## src/rtl/bcd_pkg.sv

```systemverilog
// Shared types and the per-digit add-3 correction for the sequential
// binary-to-BCD converter.
package bcd_pkg;

  typedef enum logic [1:0] {
    IDLE,
    SHIFT,
    DONE
  } state_t;

  typedef logic [3:0] bcd_digit_t;

  // A digit of 5 or more doubles past 9 on the next shift, so pre-correct it.
  function automatic bcd_digit_t add3(input bcd_digit_t digit);
    return (digit >= 4'd5) ? bcd_digit_t'(digit + 4'd3) : digit;
  endfunction

endpackage

```

## src/rtl/bcd_digit_adj.sv

```systemverilog
// One BCD digit of the shift-and-add-3 chain: correct, then shift left by one,
// taking carry_i in at the bottom and passing the old bit 3 out as carry_o.
module bcd_digit_adj
  import bcd_pkg::*;
(
  input  logic [3:0] digit_i,
  input  logic       carry_i,
  output logic [3:0] digit_o,
  output logic       carry_o
);

  bcd_digit_t adj;

  always_comb begin
    adj     = add3(digit_i);
    digit_o = {adj[2:0], carry_i};
    carry_o = adj[3];
  end

endmodule

```

## src/rtl/bin_to_bcd_seq.sv

```systemverilog
// Sequential binary-to-BCD converter, one magnitude bit per clock, with
// valid/ready on both sides, optional signed input, overflow and digit count.
module bin_to_bcd_seq
  import bcd_pkg::*;
#(
  parameter int WIDTH  = 32,
  parameter int DIGITS = 10,
  parameter bit SIGNED = 1'b0
) (
  input  logic                          clk,
  input  logic                          rst_n,
  input  logic                          in_valid,
  output logic                          in_ready,
  input  logic [WIDTH-1:0]              in_data,
  output logic                          out_valid,
  input  logic                          out_ready,
  output logic [DIGITS*4-1:0]           out_bcd,
  output logic                          out_neg,
  output logic                          out_ovf,
  output logic [$clog2(DIGITS+1)-1:0]   out_ndigits
);

  localparam int CNT_W = $clog2(WIDTH + 1);
  localparam int ND_W  = $clog2(DIGITS + 1);

  state_t              state_q, state_d;
  logic [WIDTH-1:0]    mag_q, mag_d;
  logic [DIGITS*4-1:0] bcd_q, bcd_d;
  logic                neg_q, neg_d;
  logic                ovf_q, ovf_d;
  logic [CNT_W-1:0]    cnt_q, cnt_d;

  logic                in_neg;
  logic [WIDTH-1:0]    in_mag;
  logic [DIGITS*4-1:0] bcd_shift;
  logic [DIGITS:0]     carry;

  // Digit chain: the magnitude MSB enters digit 0, the top carry is overflow.
  assign carry[0] = mag_q[WIDTH-1];

  for (genvar g = 0; g < DIGITS; g++) begin : g_digit
    bcd_digit_adj u_adj (
      .digit_i (bcd_q[4*g +: 4]),
      .carry_i (carry[g]),
      .digit_o (bcd_shift[4*g +: 4]),
      .carry_o (carry[g+1])
    );
  end

  // The most negative input negates to 2^(WIDTH-1), which still fits unsigned.
  always_comb begin
    in_neg = SIGNED && in_data[WIDTH-1];
    in_mag = in_neg ? ({WIDTH{1'b0}} - in_data) : in_data;
  end

  // State register
  // NOTE: sequential state uses non-blocking assignments so every flop samples
  // pre-edge values regardless of process ordering.
  always_ff @(posedge clk or negedge rst_n) begin
    if (!rst_n) begin
      state_q <= IDLE;
    end else begin
      state_q <= state_d;
    end
  end

  // Next-state logic
  // NOTE: a default assignment ahead of the case keeps combinational blocks
  // from inferring latches on paths that do not assign.
  always_comb begin
    state_d = state_q;
    unique case (state_q)
      IDLE:    if (in_valid)               state_d = SHIFT;
      SHIFT:   if (cnt_q == CNT_W'(1))     state_d = DONE;
      DONE:    if (out_ready)              state_d = IDLE;
      default:                             state_d = IDLE;
    endcase
  end

  // Output logic: handshake flags depend on state only.
  always_comb begin
    in_ready  = (state_q == IDLE);
    out_valid = (state_q == DONE);
    out_bcd   = bcd_q;
    out_neg   = neg_q;
    out_ovf   = ovf_q;
  end

  // Datapath next values
  always_comb begin
    mag_d = mag_q;
    bcd_d = bcd_q;
    neg_d = neg_q;
    ovf_d = ovf_q;
    cnt_d = cnt_q;
    unique case (state_q)
      IDLE: begin
        if (in_valid) begin
          mag_d = in_mag;
          neg_d = in_neg;
          bcd_d = '0;
          ovf_d = 1'b0;
          cnt_d = CNT_W'(WIDTH);
        end
      end
      SHIFT: begin
        bcd_d = bcd_shift;
        mag_d = {mag_q[WIDTH-2:0], 1'b0};
        ovf_d = ovf_q | carry[DIGITS];
        cnt_d = cnt_q - CNT_W'(1);
      end
      default: ;
    endcase
  end

  // NOTE: every datapath register is reset, so an aborted conversion leaves
  // nothing visible on the outputs and nothing behind for the next word.
  always_ff @(posedge clk or negedge rst_n) begin
    if (!rst_n) begin
      mag_q <= '0;
      bcd_q <= '0;
      neg_q <= 1'b0;
      ovf_q <= 1'b0;
      cnt_q <= '0;
    end else begin
      mag_q <= mag_d;
      bcd_q <= bcd_d;
      neg_q <= neg_d;
      ovf_q <= ovf_d;
      cnt_q <= cnt_d;
    end
  end

  // Significant-digit count from the registered result.
  always_comb begin
    out_ndigits = ND_W'(1);
    for (int i = 0; i < DIGITS; i++) begin
      if (bcd_q[4*i +: 4] != 4'd0) out_ndigits = ND_W'(i + 1);
    end
    if (ovf_q) out_ndigits = ND_W'(DIGITS);
  end

endmodule

```

## config.mk

```make
export PLATFORM = sky130hd
export DESIGN_NAME = bin_to_bcd_seq
export DESIGN_NICKNAME = d
export VERILOG_FILES = /design/src/rtl/bcd_pkg.sv /design/src/rtl/bcd_digit_adj.sv /design/src/rtl/bin_to_bcd_seq.sv
export SDC_FILE = /design/constraint.sdc
export NUM_CORES = 1
export LEC_CHECK = 0
export ABC_AREA = 1
export BUFFER_PORTS_ARGS = -buffer_cell sky130_fd_sc_hd__buf_2
export CAP_MARGIN = 20
export CORE_ASPECT_RATIO = 0.5
export CORE_MARGIN = 10
export CORE_UTILIZATION = 45
export CTS_CLUSTER_SIZE = 24
export DETAILED_ROUTE_END_ITERATION = 8
export GPL_ROUTABILITY_DRIVEN = 0
export PLACE_DENSITY = 0.77
export SLEW_MARGIN = 20
export SYNTH_ARGS = -nofsm -noshare
export SYNTH_HDL_FRONTEND = slang
export SYNTH_SLANG_ARGS = --single-unit
```

## constraint.sdc

```tcl
create_clock -name clk -period 1.9 [get_ports clk]
set_input_delay 0.38 -clock clk [delete_from_list [all_inputs] [get_ports clk]]
set_output_delay 0.38 -clock clk [all_outputs]
set_load 0.1 [all_outputs]
```

# ---- Word-level counts from Yosys, hierarchy flattened
# Cells that the tools add are included.
# W data, S select, Z words.
dict set report classes {
  mul 0
  n_addsub 11
  bitwise_logic 1
  n_shift 0
  n_lt_le_gt_ge 10
  muxes 32
  div_mod_pow 0
  eq_ne 6
  n_reduce_logical 13
}
# op count
set ops {}
lappend ops {{$pmux W40 S2} 1}
lappend ops {{$mux W4} 17}
lappend ops {{$pmux W32 S2} 1}
lappend ops {{$add A4 B2 Y4 const B} 10}
lappend ops {{$ge A4 B3 Y1 const B} 10}
lappend ops {{$mux W40} 1}
lappend ops {{$reduce_bool A4 Y1} 9}
lappend ops {{$mux W32} 1}
lappend ops {{$pmux W6 S2} 1}
lappend ops {{$mux W2} 5}
lappend ops {{$eq A6 B1 Y1 const B} 1}
lappend ops {{$mux W6} 1}
lappend ops {{$pmux W2 S3} 1}
lappend ops {{$sub A6 B1 Y6 const B} 1}
lappend ops {{$ne A2 B2 Y1 const B} 2}
lappend ops {{$mux W3} 1}
lappend ops {{$reduce_and A3 Y1} 1}
lappend ops {{$eq A2 B1 Y1 const B} 1}
lappend ops {{$eq A2 B2 Y1 const B} 1}
lappend ops {{$logic_not A2 Y1} 1}
lappend ops {{$ne A2 B1 Y1 const B} 1}
lappend ops {{$pmux W1 S2} 1}
lappend ops {{$reduce_and A2 Y1} 1}
lappend ops {{$reduce_bool A2 Y1} 1}
lappend ops {{other kinds (2)} 2}
dict set report totals {
  word_cells 78
  ram_bits 0
  reg_bits 81
  rom_bits 0
  n_memories 0
  latchBits 0
}

# ---- Logic depth before layout (Yosys ltp)
# Gate-level depths: netlist (run 1).
dict set report depth {
  ltp_word 11
  mapped_depth 11
  ltp_nobuf 11
}

# ---- By module
# A second synthesis (run 1) with hierarchy kept.
dict set report unflattened {
  cells_unflattened 603
  area_unflattened_um2 4902.2
}
# mod cells_per_inst area_each_um2 seq_area_each_um2 n_inst
set by_module_without_submodules {}
lappend by_module_without_submodules {bin_to_bcd_seq 363 3475.8 2026.9 1}
lappend by_module_without_submodules {bcd_digit_adj 24 142.6 0.0 10}

# ---- Worst setup path before layout (run 1)
# No wires, ideal clock.
dict set report synth_path {
  path_type {flip-flop to output port}
  startpoint {reg bcd_q[33], in the netlist out_bcd[33]}
  endpoint {out out_ndigits[2]}
  path_buffers 0
  t_required_ns 1.520
  t_arrival_ns 3.916
  path_slack_ns -2.396
  path_stages_with_launch 7
  path_cell_list {dfrtp_1 -> inv_1 -> ha_1 -> nand2_1 -> nor4_1 -> nand2_1 -> a31oi_1}
}
dict set report synth_between {
  elab_chain_cells 4
}
# element line_no
set synth_rtl {}
lappend synth_rtl {{start: declaration} bin_to_bcd_seq.sv:28} ;# logic [DIGITS*4-1:0] bcd_q, bcd_d;
lappend synth_rtl {{start signal: assignment} bin_to_bcd_seq.sv:121} ;# bcd_q <= '0;
lappend synth_rtl {{start signal: assignment} bin_to_bcd_seq.sv:127} ;# bcd_q <= bcd_d;
lappend synth_rtl {{$reduce_bool A4 Y1} bin_to_bcd_seq.sv:138} ;# if (bcd_q[4*i +: 4] != 4'd0) out_ndigits = ND_W'(i + 1);
lappend synth_rtl {{$mux W4 (2 in series)} bin_to_bcd_seq.sv:138}
lappend synth_rtl {{$mux W4} bin_to_bcd_seq.sv:140} ;# if (ovf_q) out_ndigits = ND_W'(DIGITS);
lappend synth_rtl {{end: declaration} bin_to_bcd_seq.sv:20} ;# output logic [$clog2(DIGITS+1)-1:0] out_ndigits
# Every way passes these cells.

# ---- Worst setup path in the final report (run 1)
# Same ends and word-level chain as after synthesis.

==> run metrics, run 1 <==
setup TNS=-1.27 ns; largest net degree at the start of global routing=37; antenna violations before repair=0; share of layout cells above drive strength 1=34.8%; grt total ovfl=0; Clock Path Buffers=2; # diodes=0; Achievable Freq=0.442 GHz; cts bufs inserted=9; post-synth cell types=29; CP endpoint kind=output pin; final WL=11100 um; worst hold path class=in -> async; dpl hpwl=8060 um; die span in y=88.7 um; detailed-route via count=3789; Layout Skew=0.00602 ns; status=finished, violations left; fin crit share=119%; area grow syn2layout=33.1%; Initial Utilization=47.4%; DR vias/cell=5.14; met1 GRT Util=19.6%; CP Launch Type=register; endpoints failing hold=9; Pins Over Slew Limit=0; Tot GR Track Use=16.4%; root buffer cell=clkbuf_16; commonest non-fill, non-tap cell in the layout=o21ai_0; DR pass1 iterations=5; Mapped Area=0.00425 sq mm; Placed Area=0.00526 sq mm; register bit total from synthesis=81; post-synthesis sequential area ratio=47.7%; Core ar.=0.00895 sq mm; CTS tree=yes; Clock Latency Late Sink=0.34 ns; first-pass GRT wire length=18600 um; Syn. warnings=0; Iter 0 DRT Violations=151; RSZ-0062 raised after global routing=true; Syn Inst Count=501; io pins=84; cell area after layout=0.00565 sq mm; Max FO, Critical Path=2; maxcap violations=0; most frequent cells in the layout=o21ai_0 (88), nand2_1 (80), buf_2 (77); Post-route DRC=0; Period minus WS final=2.26 ns; Die W=157 um; Worst-path clk slew=0.06 ns; H-tree Lvls=3; # hold bufs at CTS=0; Avg Cell Area, Syn=8.47 sq um; Port Buffers=82; Core Util, Final=63.1%; die area=0.0140 sq mm; final worst slack=-0.364 ns; post-route ant nets=0; Worst EP arrival=1.88 ns; GR Util met3=4.60%; clk sinks=81; number of cell rows=24; CP required=1.52 ns; final setup vio count=4; final hold slack=-0.00364 ns; vias in the first global route=3849; met2 Use GR=28.2%; Post-Syn Nets=560; nets=675; Most Used Layer, Global Route=met2; failing checks=hold timing, setup timing; Setup CP Type=reg -> out; Routed wire per std cell=15.0 um
[synthesized netlist by cell type, drive strengths merged]
cell / instances / area [sq um]
nor4: 2 / 12.5
a22oi: 7 / 52.6
o221ai: 15 / 131
or2: 2 / 12.5
clkbuf: 3 / 11.3
o21ai: 90 / 450
o211ai: 6 / 45.0
nor2: 17 / 66.3
a31oi: 2 / 12.5
dfrtp: 81 / 2030
conb: 1 / 3.75
nand2: 90 / 343
nand4: 1 / 6.26
inv: 78 / 295
nand3: 17 / 85.1
o31ai: 1 / 7.51
ha: 23 / 288
a21oi: 26 / 130
nor3: 3 / 20.0
o22ai: 10 / 62.6
buf: 16 / 95.1
xor2: 10 / 87.6
[worst max-delay path: stages (launching register included)]
cell and delay [ns]:
dfrtp_4 0.49, inv_4 0.07, ha_4 0.13, nand2_4 0.05, nor4_4 0.33, nand2_4 0.09, a31oi_4 0.18, buf_12 0.20
[what timing repair did]
action,in CTS,in global routing
pin swaps,8,1
buffers inserted,4,1
gates resized for setup,18,3
endpoints found under the setup margin,4,4
[metrics by stage]
step | cells | worst slack (ns)
after detailed placement | 717 | -0.0606
after floorplan | 501 | -0.599
final | 737 | -0.364
after global placement | 717 | -0.00943
after global routing | 737 | -0.427
after CTS | 736 | -0.358
[cell type report]
class	instances	area (sq um)
Timing Repair Buffer	123	806
Clock buffer	12	256
Multi-Input combinational cell	323	2010
Fill cell	737	3300
Clock inverter	3	17.5
Inverter	78	313
Sequential cell	81	2110
Tap cell	117	146
[kinds of logic after synthesis]
logic type	share of synthesized area, %
AND/OR/NAND/NOR	12.9
buffers and inverters	9.46
adder cells (fa/ha/maj)	6.78
flip-flops	47.7
other	0.0883
AO/OA/AOI/OAI	21.0
XOR/XNOR	2.06
[routing by layer]
layer,part of all wire (%),vias to the layer above
li1,-,1911
met1,45,1779
met2,49,82
met3,5.1,17
met4,1.6,0
met5,0,-
[state kept, by name, summed over array words and instances, names as in the netlist]
name,cells
mag_q,32
out_ovf,1
cnt_q,6
state_q,2
out_bcd,40
[path summary, 6_finish.rpt]
path	start	endpoint	slack, ns	cells after the start
min	rst_n	mag_q[13]	-0.004	1
max in group asynchronous	rst_n	out_bcd[16]	1.36	2
max reg2reg	out_bcd[37]	out_bcd[38]	0.29	8
min reg2reg	mag_q[31]	mag_q[31]	0.48	2
max	out_bcd[33]	out_ndigits[2]	-0.36	7
min in group clk	out_ready	state_q[1]	0.21	2
Power of run 1 is not shown: default switching activity piles up to over one toggle a cycle in this logic, so the estimate is an artifact.
==> run 2: changes to the inputs <==
PLACE_DENSITY = 0.76   (was 0.77)
SYNTH_HIERARCHICAL = 1   (was unset)
==> run 2 against run 1 <==
The run ends with setup timing left. Synthesized area up 15%. Clock skew increased by 0.0030 ns. Final area rose by 10%. Flip-flop and latch count did not move. Global-route usage is 1.6 points lower. Via count up 13%. Critical endpoint is now out_ndigits[0]. Largest cell class is now multi-input combinational cells.
==> run metrics, run 2 <==
die area=0.0157 sq mm (was 0.0140 sq mm); Post-synth EDFFs=0 (unchanged); dpl ws=0.0654 ns (was -0.0606 ns); Worst EP arrival=1.78 ns (was 1.88 ns); Iter 0 DRT Violations=250 (was 151); most frequent cells in the layout=nand2_1 (154), buf_2 (77), inv_1 (52) (was o21ai_0 (88), nand2_1 (80), buf_2 (77)); CP Launch Type=register (unchanged); DR pass1 iterations=6 (was 5); failing checks=setup timing (was hold timing, setup timing); post-synth cell types=34 (was 29); CTS tree=yes (unchanged); largest net degree at the start of global routing=50 (was 37); Critical path buffers and inverters=1 (was 2); root buffer cell=clkbuf_16 (unchanged); area grow syn2layout=27.4% (was 33.1%); Max FO, Critical Path=3 (was 2); fin crit share=114% (was 119%); placed cells=815 (was 717); Mapped Area=0.00490 sq mm (was 0.00425 sq mm); Final Non-Filler Cells=852 (was 737); Most used DFF post-synth=dfrtp_1 (unchanged); nets=765 (was 675); Setup CP Type=reg -> out (unchanged); CP most frequent cell=nand2_2 (was nand2_4); post-route ant nets=0 (unchanged); Placed Area=0.00575 sq mm (was 0.00526 sq mm); grt total ovfl=0 (unchanged); Tot GR Track Use=14.8% (was 16.4%); Post-route DRC=0 (unchanged); Achievable Freq=0.463 GHz (was 0.442 GHz); Post-synth ARST share=100% (unchanged); dpl hpwl=8500 um (was 8060 um); final WL=11900 um (was 11100 um); Avg Cell Area, Syn=8.13 sq um (was 8.47 sq um); vias in the first global route=4192 (was 3849); io pins=84 (unchanged); Hold Path Stages=2; Worst Hold Endpoint=state_q[1]; maxcap violations=0 (unchanged); clk sinks=81 (unchanged); Core ar.=0.0104 sq mm (was 0.00895 sq mm); slowest CP cell=dfrtp_4 (unchanged); worst hold path class=in -> reg (was in -> async); most common cell in the netlist=nand2_1 (was o21ai_0); Period minus WS final=2.16 ns (was 2.26 ns); setup slack, reg-to-reg=0.22 ns (was 0.29 ns); DR vias/cell=5.03 (was 5.14); register bit total from synthesis=81 (unchanged); detailed-route via count=4287 (was 3789); share of layout cells above drive strength 1=39.3% (was 34.8%); top post-synthesis cells by count=nand2_1 (160), dfrtp_1 (81), inv_1 (65) (was o21ai_0 (89), nand2_1 (88), dfrtp_1 (81)); antenna violations before repair=0 (unchanged); Syn. warnings=6 (was 0); crit-path max cell delay=0.49 ns (about the same); final worst slack=-0.260 ns (was -0.364 ns); R2R cell count=8 (unchanged); number of cell rows=26 (was 24); CP required=1.52 ns (about the same); Synth area leader=dfrtp_1 (unchanged); max FFs per register=40 (unchanged); worst reg2reg endpoint=out_bcd[17] (was out_bcd[38]); Port Buffers=82 (unchanged); status=finished, violations left (unchanged); crit-path cells=nor4_4 -> nand2_1 -> nand2_2 -> nand2_2 -> a21oi_4 -> buf_12 (was inv_4 -> ha_4 -> nand2_4 -> nor4_4 -> nand2_4 -> a31oi_4 -> buf_12); Core Util, Final=60.0% (was 63.1%); Post-Syn Nets=661 (was 560); Syn Inst Count=603 (was 501); Initial Utilization=47.1% (was 47.4%); Clock Path Buffers=2 (unchanged); Yosys top cell area share=41.3% (was 47.7%); die span in y=93.8 um (was 88.7 um); top cells by area, synth=dfrtp_1 (41%), nand2_1 (12%), ha_1 (5.6%) (was dfrtp_1 (48%), o21ai_0 (10%), nand2_1 (7.8%)); first-pass GRT wire length=19800 um (was 18600 um); Die W=168 um (was 157 um); Reg-to-Reg Start=out_bcd[16] (was out_bcd[37]); # diodes=0 (unchanged); cell area after layout=0.00624 sq mm (was 0.00565 sq mm); cts bufs inserted=9 (unchanged); Pins Over Slew Limit=0 (unchanged); post-synthesis sequential area ratio=41.3% (was 47.7%); Routed wire per std cell=14.0 um (was 15.0 um); CP endpoint kind=output pin (unchanged); Clock Latency Late Sink=0.33 ns (was 0.34 ns); Worst-path clk slew=0.06 ns (about the same); hold_sp=out_ready; H-tree Lvls=3 (unchanged); final setup vio count=4 (unchanged); CP top delay family=simple AND/OR/NAND/NOR gates (was flip-flops); Layout Skew=0.00902 ns (was 0.00602 ns); FILL cells=887 (was 737); commonest non-fill, non-tap cell in the layout=nand2_1 (was o21ai_0); endpoints failing hold=0 (was 9); RSZ-0062 raised after global routing=true (unchanged)
-- run 2: cell families (layout without fill, tap and decap cells) --
family,after synthesis,after routing,share of synthesized area [%]
other cells,1,1,0.0765
xor+xnor,1,1,0.179
fa+ha+maj,22,22,5.62
simple gates,265,265,25.2
flops,81,81,41.3
buf+inv,108,217,10.2
compound gates,125,125,17.5
-- run 2: cell type report --
cell class	count	area, sq um	area share, %
Clock inverter	7	60.1	0.962
Tap cell	140	175	2.81
Sequential cell	81	2130	34.0
Timing Repair Buffer	123	837	13.4
Inverter	78	293	4.69
Clock buffer	9	225	3.61
Multi-Input combinational cell	414	2530	40.5
-- run 2: worst max-delay path by stage --
stage / from / endpoint / depth (start not counted)
finish: out_bcd[20] / out_ndigits[0] / 6
global placement: out_bcd[13] / out_ndigits[0] / 10
global route: out_bcd[12] / out_ndigits[0] / 10
floorplan: out_bcd[29] / out_ndigits[2] / 5
detailed placement: out_bcd[13] / out_ndigits[0] / 10
CTS: out_bcd[17] / out_ndigits[0] / 10
-- run 2: timing repair --
item                                    CTS  global route
gates resized for setup                  13             8
endpoints found under the hold margin    25             0
hold buffers                              1             0
pin swaps                                12             9
endpoints found under the setup margin    4             4
buffers inserted                         14             6
-- run 2: per-layer routing --
layer,GRT usage [%],vias up,share of wire [%]
met3,3.59,10,3.5
met2,25.2,66,49
li1,-,2149,-
met5,0,-,0
met1,18.7,2062,47
met4,3.46,0,1.0
-- run 2: metrics by stage --
stage	setup TNS, ns	hold slack [ns]
floorplan	-0.800	0.0844
global placement	0	0.333
detailed placement	0	0.335
CTS	-0.725	0.205
global route	-1.13	0.233
finish	-0.798	0.217
Power of run 2 is left out for the same reason.
